## config.mk

```make
export PLATFORM = sky130hd
export DESIGN_NAME = inst_prefetch_queue
export DESIGN_NICKNAME = d
export VERILOG_FILES = /design/src/rtl/inst_prefetch_queue.sv
export SDC_FILE = /design/constraint.sdc
export NUM_CORES = 1
export LEC_CHECK = 0
export ABC_AREA = 1
export BUFFER_PORTS_ARGS = -buffer_cell sky130_fd_sc_hd__buf_4
export CAP_MARGIN = 20
export CORE_MARGIN = 3
export CORE_UTILIZATION = 45
export DETAILED_ROUTE_END_ITERATION = 8
export GPL_TIMING_DRIVEN = 0
export SLEW_MARGIN = 15
export SYNTH_ARGS = -nofsm -noshare
export SYNTH_HDL_FRONTEND = slang
export SYNTH_SLANG_ARGS = --single-unit
```

## constraint.sdc

```tcl
create_clock -name clk -period 5.5 [get_ports clk]
set_input_delay 0.55 -clock clk [delete_from_list [all_inputs] [get_ports clk]]
set_output_delay 0.55 -clock clk [all_outputs]
set_load 0.005 [all_outputs]
```

## src/rtl/inst_prefetch_queue.sv

```systemverilog
// Instruction prefetch queue: sequential fetch, in-order response FIFO, redirect flush.
// Optional PREFETCH_STATS_EN adds saturating redirect/discard counters.
module inst_prefetch_queue #(
    parameter int unsigned DATA_WIDTH = 32,
    parameter logic [DATA_WIDTH-1:0] INIT_PC = '0,
    parameter int unsigned DEPTH = 4,
    parameter int unsigned PC_STEP = 4
) (
    input  logic                      clk,
    input  logic                      rst_n,
    output logic                      mem_req_valid,
    input  logic                      mem_req_ready,
    output logic [DATA_WIDTH-1:0]     mem_req_addr,
    input  logic                      mem_rsp_valid,
    input  logic [DATA_WIDTH-1:0]     mem_rsp_data,
    output logic [DATA_WIDTH-1:0]     inst_out,
    output logic [DATA_WIDTH-1:0]     inst_pc,
    output logic                      inst_valid,
    input  logic                      inst_ready,
    input  logic                      redirect_valid,
    input  logic [DATA_WIDTH-1:0]     redirect_pc,
`ifdef PREFETCH_STATS_EN
    output logic [31:0]               redirect_count,
    output logic [31:0]               discard_count,
`endif
    output logic [$clog2(DEPTH):0]    outstanding
);

    localparam int unsigned PTR_W  = $clog2(DEPTH);
    localparam int unsigned CNT_W  = PTR_W + 1;
    localparam int unsigned LIVE_W = CNT_W + 1;

    localparam logic [1:0] ST_FETCH    = 2'd0;
    localparam logic [1:0] ST_HOLD     = 2'd1;
    localparam logic [1:0] ST_REDIRECT = 2'd2;

    logic [1:0]            state_q, state_d;
    logic [DATA_WIDTH-1:0] fetch_pc_q, fetch_pc_d;
    logic [CNT_W-1:0]      out_q, out_d;
    logic [CNT_W-1:0]      disc_q, disc_d;
    logic [CNT_W-1:0]      cnt_q, cnt_d;
    logic [PTR_W-1:0]      wr_ptr_q, wr_ptr_d;
    logic [PTR_W-1:0]      rd_ptr_q, rd_ptr_d;
    logic [PTR_W-1:0]      pend_wr_q, pend_wr_d;
    logic [PTR_W-1:0]      pend_rd_q, pend_rd_d;

    logic [DATA_WIDTH-1:0] fifo_data [DEPTH];
    logic [DATA_WIDTH-1:0] fifo_pc   [DEPTH];
    logic [DATA_WIDTH-1:0] pend_pc   [DEPTH];

    logic [LIVE_W-1:0]     live, live_d;
    logic                  can_req, fire, drop, wr, pop;

    // Credit: live entries bounded by DEPTH; total in flight (incl. stale) also capped
    // so the pending-PC queue and the outstanding counter never overflow.
    always_comb begin
        live    = LIVE_W'(cnt_q) + LIVE_W'(out_q - disc_q);
        can_req = (state_q == ST_FETCH) && (live < LIVE_W'(DEPTH)) && (out_q < CNT_W'(DEPTH));
        mem_req_valid = rst_n && can_req;
        fire    = mem_req_valid && mem_req_ready;
        drop    = mem_rsp_valid && (redirect_valid || (disc_q != '0));
        wr      = mem_rsp_valid && !drop;
        inst_valid = (cnt_q != '0);
        pop     = inst_valid && inst_ready;
        mem_req_addr = fetch_pc_q;
        inst_out     = inst_valid ? fifo_data[rd_ptr_q] : '0;
        inst_pc      = inst_valid ? fifo_pc[rd_ptr_q]   : '0;
        outstanding  = out_q;
    end

    // Next-state: redirect overrides FIFO/discard/PC updates of the same cycle.
    always_comb begin
        state_d    = state_q;
        fetch_pc_d = fetch_pc_q;
        out_d      = out_q + CNT_W'(fire) - CNT_W'(mem_rsp_valid);
        disc_d     = disc_q;
        cnt_d      = cnt_q;
        wr_ptr_d   = wr_ptr_q;
        rd_ptr_d   = rd_ptr_q;
        pend_wr_d  = fire ? pend_wr_q + PTR_W'(1) : pend_wr_q;
        pend_rd_d  = mem_rsp_valid ? pend_rd_q + PTR_W'(1) : pend_rd_q;
        live_d     = '0;

        if (fire) begin
            fetch_pc_d = fetch_pc_q + DATA_WIDTH'(PC_STEP);
        end

        if (redirect_valid) begin
            fetch_pc_d = redirect_pc;
            disc_d     = out_d;
            cnt_d      = '0;
            wr_ptr_d   = '0;
            rd_ptr_d   = '0;
            state_d    = ST_REDIRECT;
        end else begin
            if (mem_rsp_valid && (disc_q != '0)) begin
                disc_d = disc_q - CNT_W'(1);
            end
            if (wr) begin
                wr_ptr_d = wr_ptr_q + PTR_W'(1);
            end
            if (pop) begin
                rd_ptr_d = rd_ptr_q + PTR_W'(1);
            end
            cnt_d   = cnt_q + CNT_W'(wr) - CNT_W'(pop);
            live_d  = LIVE_W'(cnt_d) + LIVE_W'(out_d - disc_d);
            state_d = (live_d >= LIVE_W'(DEPTH)) ? ST_HOLD : ST_FETCH;
        end
    end

    always_ff @(posedge clk or negedge rst_n) begin
        if (!rst_n) begin
            state_q    <= ST_FETCH;
            fetch_pc_q <= INIT_PC;
            out_q      <= '0;
            disc_q     <= '0;
            cnt_q      <= '0;
            wr_ptr_q   <= '0;
            rd_ptr_q   <= '0;
            pend_wr_q  <= '0;
            pend_rd_q  <= '0;
        end else begin
            state_q    <= state_d;
            fetch_pc_q <= fetch_pc_d;
            out_q      <= out_d;
            disc_q     <= disc_d;
            cnt_q      <= cnt_d;
            wr_ptr_q   <= wr_ptr_d;
            rd_ptr_q   <= rd_ptr_d;
            pend_wr_q  <= pend_wr_d;
            pend_rd_q  <= pend_rd_d;
        end
    end

    // Storage arrays; contents are only observed while the matching count is non-zero.
    always_ff @(posedge clk) begin
        if (fire) begin
            pend_pc[pend_wr_q] <= fetch_pc_q;
        end
        if (wr) begin
            fifo_data[wr_ptr_q] <= mem_rsp_data;
            fifo_pc[wr_ptr_q]   <= pend_pc[pend_rd_q];
        end
    end

`ifdef PREFETCH_STATS_EN
    logic [31:0] redir_cnt_q, disc_cnt_q;

    always_ff @(posedge clk or negedge rst_n) begin
        if (!rst_n) begin
            redir_cnt_q <= '0;
            disc_cnt_q  <= '0;
        end else begin
            if (redirect_valid && (redir_cnt_q != '1)) begin
                redir_cnt_q <= redir_cnt_q + 32'd1;
            end
            if (drop && (disc_cnt_q != '1)) begin
                disc_cnt_q <= disc_cnt_q + 32'd1;
            end
        end
    end

    assign redirect_count = redir_cnt_q;
    assign discard_count  = disc_cnt_q;
`endif

endmodule
```

==> flow_summary.rst <==
.. list-table::
   :header-rows: 1

   * - Metric
     - Value
   * - Result of the run
     - finished, final reports clean
   * - Die Span X
     - around 210 um
   * - Post-route clock period utilization
     - between 80% and 90%
   * - CTS Buf Count
     - between 40 and 50
   * - Kind of start point of the critical path
     - flop
   * - Final period demand of the worst path
     - about 4900 ps
   * - Kind of end point of the critical path
     - flop
   * - Dominant combinational cell family by area after synthesis
     - simple AND/OR/NAND/NOR gates
   * - Mux share of post-synthesis cell area
     - 0%
   * - Post-synthesis share of cell area spent on full adders, half adders and majority gates
     - ~2.1%
   * - Sequential fraction of design power
     - just over 40%
   * - Number of pins with negative max-slew slack in the final report
     - 0
   * - Origin of the critical flop-to-flop path
     - outstanding[1]
   * - Post-synthesis instance total
     - 1625
   * - Number of DRC markers in iteration 0
     - about 800
   * - Buffers added on ports
     - 170
   * - Die boundary height
     - roughly 210 um
   * - Number of buffers added to fix hold violations after cts
     - 0
   * - Relative slew margins
     - 46.5%
   * - # setup viols final
     - 0
   * - Number of post-CTS setup repair buffers
     - 0
   * - Reported leakage power
     - a little over 8 nW
   * - Count of flip-flops with a built-in enable after synthesis
     - roughly 380
   * - Switching power of the nets
     - roughly 3.6 mW
   * - Simple-gate portion of the synthesized area
     - around 15%
   * - GRT Total Usage
     - between 20% and 30%
   * - FF-to-FF path depth
     - 24
   * - Share of the synthesized area in compound gates (AO/OA/AOI/OAI)
     - around 8.7%
   * - Placement row count
     - 73
   * - Most area-consuming cells after synthesis
     - edfxtp_1 63%, nor2_1 7.7%, dfrtp_1 7.0%, o21ai_0 5.6%, nand2_1 4.5%
   * - Sequential-to-total area share from yosys stat
     - 69.8%
   * - Highest clock rate
     - between 200 and 250 MHz
   * - Final hold viol count
     - 0
   * - Avg Synthesized Cell Area
     - 11.3 um2
   * - CP dominant cell by count
     - inv_1
   * - Share of async-settable or async-resettable flops after synthesis
     - 11.7%
   * - Final wirelength
     - ~45000 um
   * - Dpl cell area
     - 20700 um2
   * - Number of buffers on the longest clock path
     - 3
   * - Starting utilization of the core area
     - a little under half
   * - First-pass GRT wire length
     - about 70000 um
   * - Worst-path clk slew
     - approximately 60 ps
   * - Worst hold path class
     - in -> async
   * - Power density over cell area
     - 475 nW/um2
   * - Max-Cap Viols
     - 0
   * - Weighted congestion reported at the end of routability-driven placement
     - 0.833
   * - DRC Markers
     - 0
   * - Count of nets left with antenna violations after detail routing
     - 0
   * - Antenna diode count
     - 0
   * - Start-to-end type of the worst setup path
     - reg -> reg
   * - CTS-repair resized insts
     - 0
   * - Worst reg2reg setup slack
     - between 500 and 600 ps
   * - Placeable core region
     - ~40000 um2
   * - Area of the die
     - 43300 um2
   * - Proportion of total power due to net switching
     - 33.9%
   * - Half-perimeter wire length after placement
     - around 30000 um
   * - Number of synthesized register bits
     - between 400 and 500
   * - Fin area
     - ~22000 um2
   * - Routed wirelength normalized by instance count
     - approximately 18 um
   * - Count of boundary I/O pins
     - between 150 and 200
   * - Biggest cell delay along the critical path
     - 540 ps
   * - Antenna violations before repair
     - 0
   * - Area fraction of the dominant cell type after synthesis
     - around 63%
   * - Synthesis warning total
     - 0
   * - Critical Path RT
     - 5940 ps
   * - Parity-gate share of the synthesized area counting xor and xnor cells
     - 0.954%
   * - Crit-path max FO
     - 10
   * - Level count of the clock H-tree
     - 2
   * - Vias in the first global route
     - 12578
   * - Number of iterations in the first detailed-routing pass
     - 5
   * - Setup repair after global routing missed its margin
     - no
   * - Cell-internal power
     - approximately 7 mW
   * - Standard cell with the maximum stage delay on the critical path
     - fa_1
   * - Net count of the finished layout
     - a little under 2000
   * - Arrival time at the worst endpoint
     - approximately 5400 ps
   * - Terminus of the critical flop-to-flop path
     - state_q[0]
   * - Utilization of the core after routing
     - about 55%
   * - Number of library cell types mapped by synthesis
     - 34
   * - Synthesized netlist net count
     - ~1700
   * - Root buf cell
     - clkbuf_16
   * - Fraction of final layout cells sized beyond drive strength 1
     - 16.3%
   * - Combinational fraction of design power
     - a little under a third
   * - Largest net degree at the start of global routing
     - 53
   * - Worst IR Drop VDD
     - around 210 uV
   * - Clock skew
     - ~18 ps
   * - Most frequently used flop master after synthesis
     - edfxtp_1
   * - Clock tree from TritonCTS
     - yes
   * - Clock Latency Late Sink
     - between 500 and 600 ps
   * - Sinks on the clock net
     - 435
   * - Slew at the pin closest to its max-slew limit
     - around 800 ps
   * - Ordered list of cells on the worst path
     - inv_1 -> fa_1 -> inv_1 -> ha_1 -> nand2_1 -> nor2_1 -> nor2_1 -> nor2_2 -> nand3_4 -> buf_2 -> ha_1 -> inv_1 -> ha_1 -> fa_1 -> inv_1 -> xor2_1 -> inv_1 -> fa_1 -> inv_1 -> ha_1 -> nor2_1 -> xnor2_1 -> o21ai_0 -> inv_1
   * - Synthesis-to-layout area growth
     - 20.5%
   * - Cell type contributing the most total cell area after synthesis
     - edfxtp_1
   * - Via-per-instance ratio
     - ~5.2
   * - Total via count after detailed routing
     - about 13000
   * - Clock network fraction of total power
     - between 20% and 30%
   * - Combined area of all synthesized cells
     - about 18000 um2
   * - Global-route congestion overflow total
     - 0
[layout make-up]
| type | instances | area, um2 |
|---|---|---|
| buffer | 81 | 354 |
| clock buffer | 61 | 1230 |
| clock inverter | 22 | 189 |
| fill | 3407 | 17900 |
| inverter | 74 | 280 |
| multi-input combinational | 1035 | 4980 |
| sequential | 435 | 12800 |
| tap | 525 | 657 |
| timing repair buffer | 185 | 1640 |
[worst max path at each step]
stage                         startpoint          endpoint  depth (start not counted)
final                     outstanding[1]        state_q[0]                         24
after global routing      outstanding[1]        state_q[0]                         24
after CTS                 outstanding[1]        state_q[0]                         24
after detailed placement  outstanding[1]        state_q[0]                         24
after global placement    redirect_valid  fifo_data[2][28]                          6
after floorplan           outstanding[1]        state_q[0]                         24
[sequential cells by signal (all words and copies together) (netlist names)]
signal        cells
state_q           2
cnt_q             3
pend_rd_q         2
outstanding       3
pend_wr_q         2
fifo_data       128
rd_ptr_q          2
wr_ptr_q          2
fifo_pc         128
disc_q            3
mem_req_addr     32
pend_pc         128
[Yosys cell counts, types with 3 or more instances]
| cell | n |
|---|---|
| buf_1 | 15 |
| nor2_2 | 4 |
| inv_2 | 5 |
| nand2_1 | 220 |
| dfrtp_1 | 51 |
| ha_1 | 21 |
| nand2_4 | 3 |
| nor2_1 | 379 |
| edfxtp_1 | 384 |
| a21oi_1 | 67 |
| nand3_4 | 3 |
| o22ai_1 | 32 |
| o21ai_0 | 206 |
| clkbuf_1 | 38 |
| buf_2 | 24 |
| xor2_1 | 12 |
| xnor2_1 | 8 |
| fa_1 | 6 |
| nor2_4 | 6 |
| nand3_1 | 56 |
| inv_1 | 66 |
[layer usage]
| layer | vias to the layer above | track usage (%) | part of all wire [%] | wire length [um] |
|---|---|---|---|---|
| met2 | 416 | 34.1 | 48 | 21500 |
| met5 | - | 0 | 0 | 0 |
| met1 | 6008 | 28.2 | 43 | 19300 |
| met3 | 71 | 3.03 | 6.3 | 2800 |
| li1 | 6090 | - | - | - |
| met4 | 0 | 6.16 | 2.5 | 1130 |
[cell families after synthesis]
family                   Yosys count
AO/OA/AOI/OAI                    310
XOR/XNOR                          20
adder cells (fa/ha/maj)           27
buffers and inverters            155
flip-flops                       435
AND/OR/NAND/NOR                  678
[worst max-delay path, delay by kind of cell, from the launching register on]
kind,cells,cell delay [ps]
AO/OA/AOI/OAI,1,230
AND/OR/NAND/NOR,6,630
flip-flops,1,380
adder cells (fa/ha/maj),7,2510
XOR/XNOR,2,300
buffers and inverters,8,760
[stage by stage]
stage                     cells  TNS, ps  hold slack [ps]  power, mW  setup WS [ps]
after detailed placement   2335        0              560       7.70            544
after floorplan            1625        0              254       6.17           1090
after CTS                  2418        0             69.3       10.6            502
after global placement     2320  -359000              544       7.60          -1460
final                      2418        0             36.5       10.5            564
after global routing       2418        0             90.8       11.2            113
[power groups by stage]
stage,clock [mW],combinational [mW],sequential (mW)
final,2.92,3.35,4.25
after CTS,2.98,3.40,4.25
after global routing,3.11,3.80,4.28
after floorplan,0,1.92,4.25
after detailed placement,0,3.38,4.32
after global placement,0,3.27,4.33
[layout by cell type (no fill, tap or decap), types with 47 or more instances in the layout]
cell	count
edfxtp_1	384
o21ai_0	206
nand3_1	56
clkbuf_16	47
dfrtp_1	51
nor2_1	371
clkbuf_1	52
nand2_1	220
inv_1	66
a21oi_1	67
buf_4	171
No activity file was read; power rests on OpenSTA's default activity.
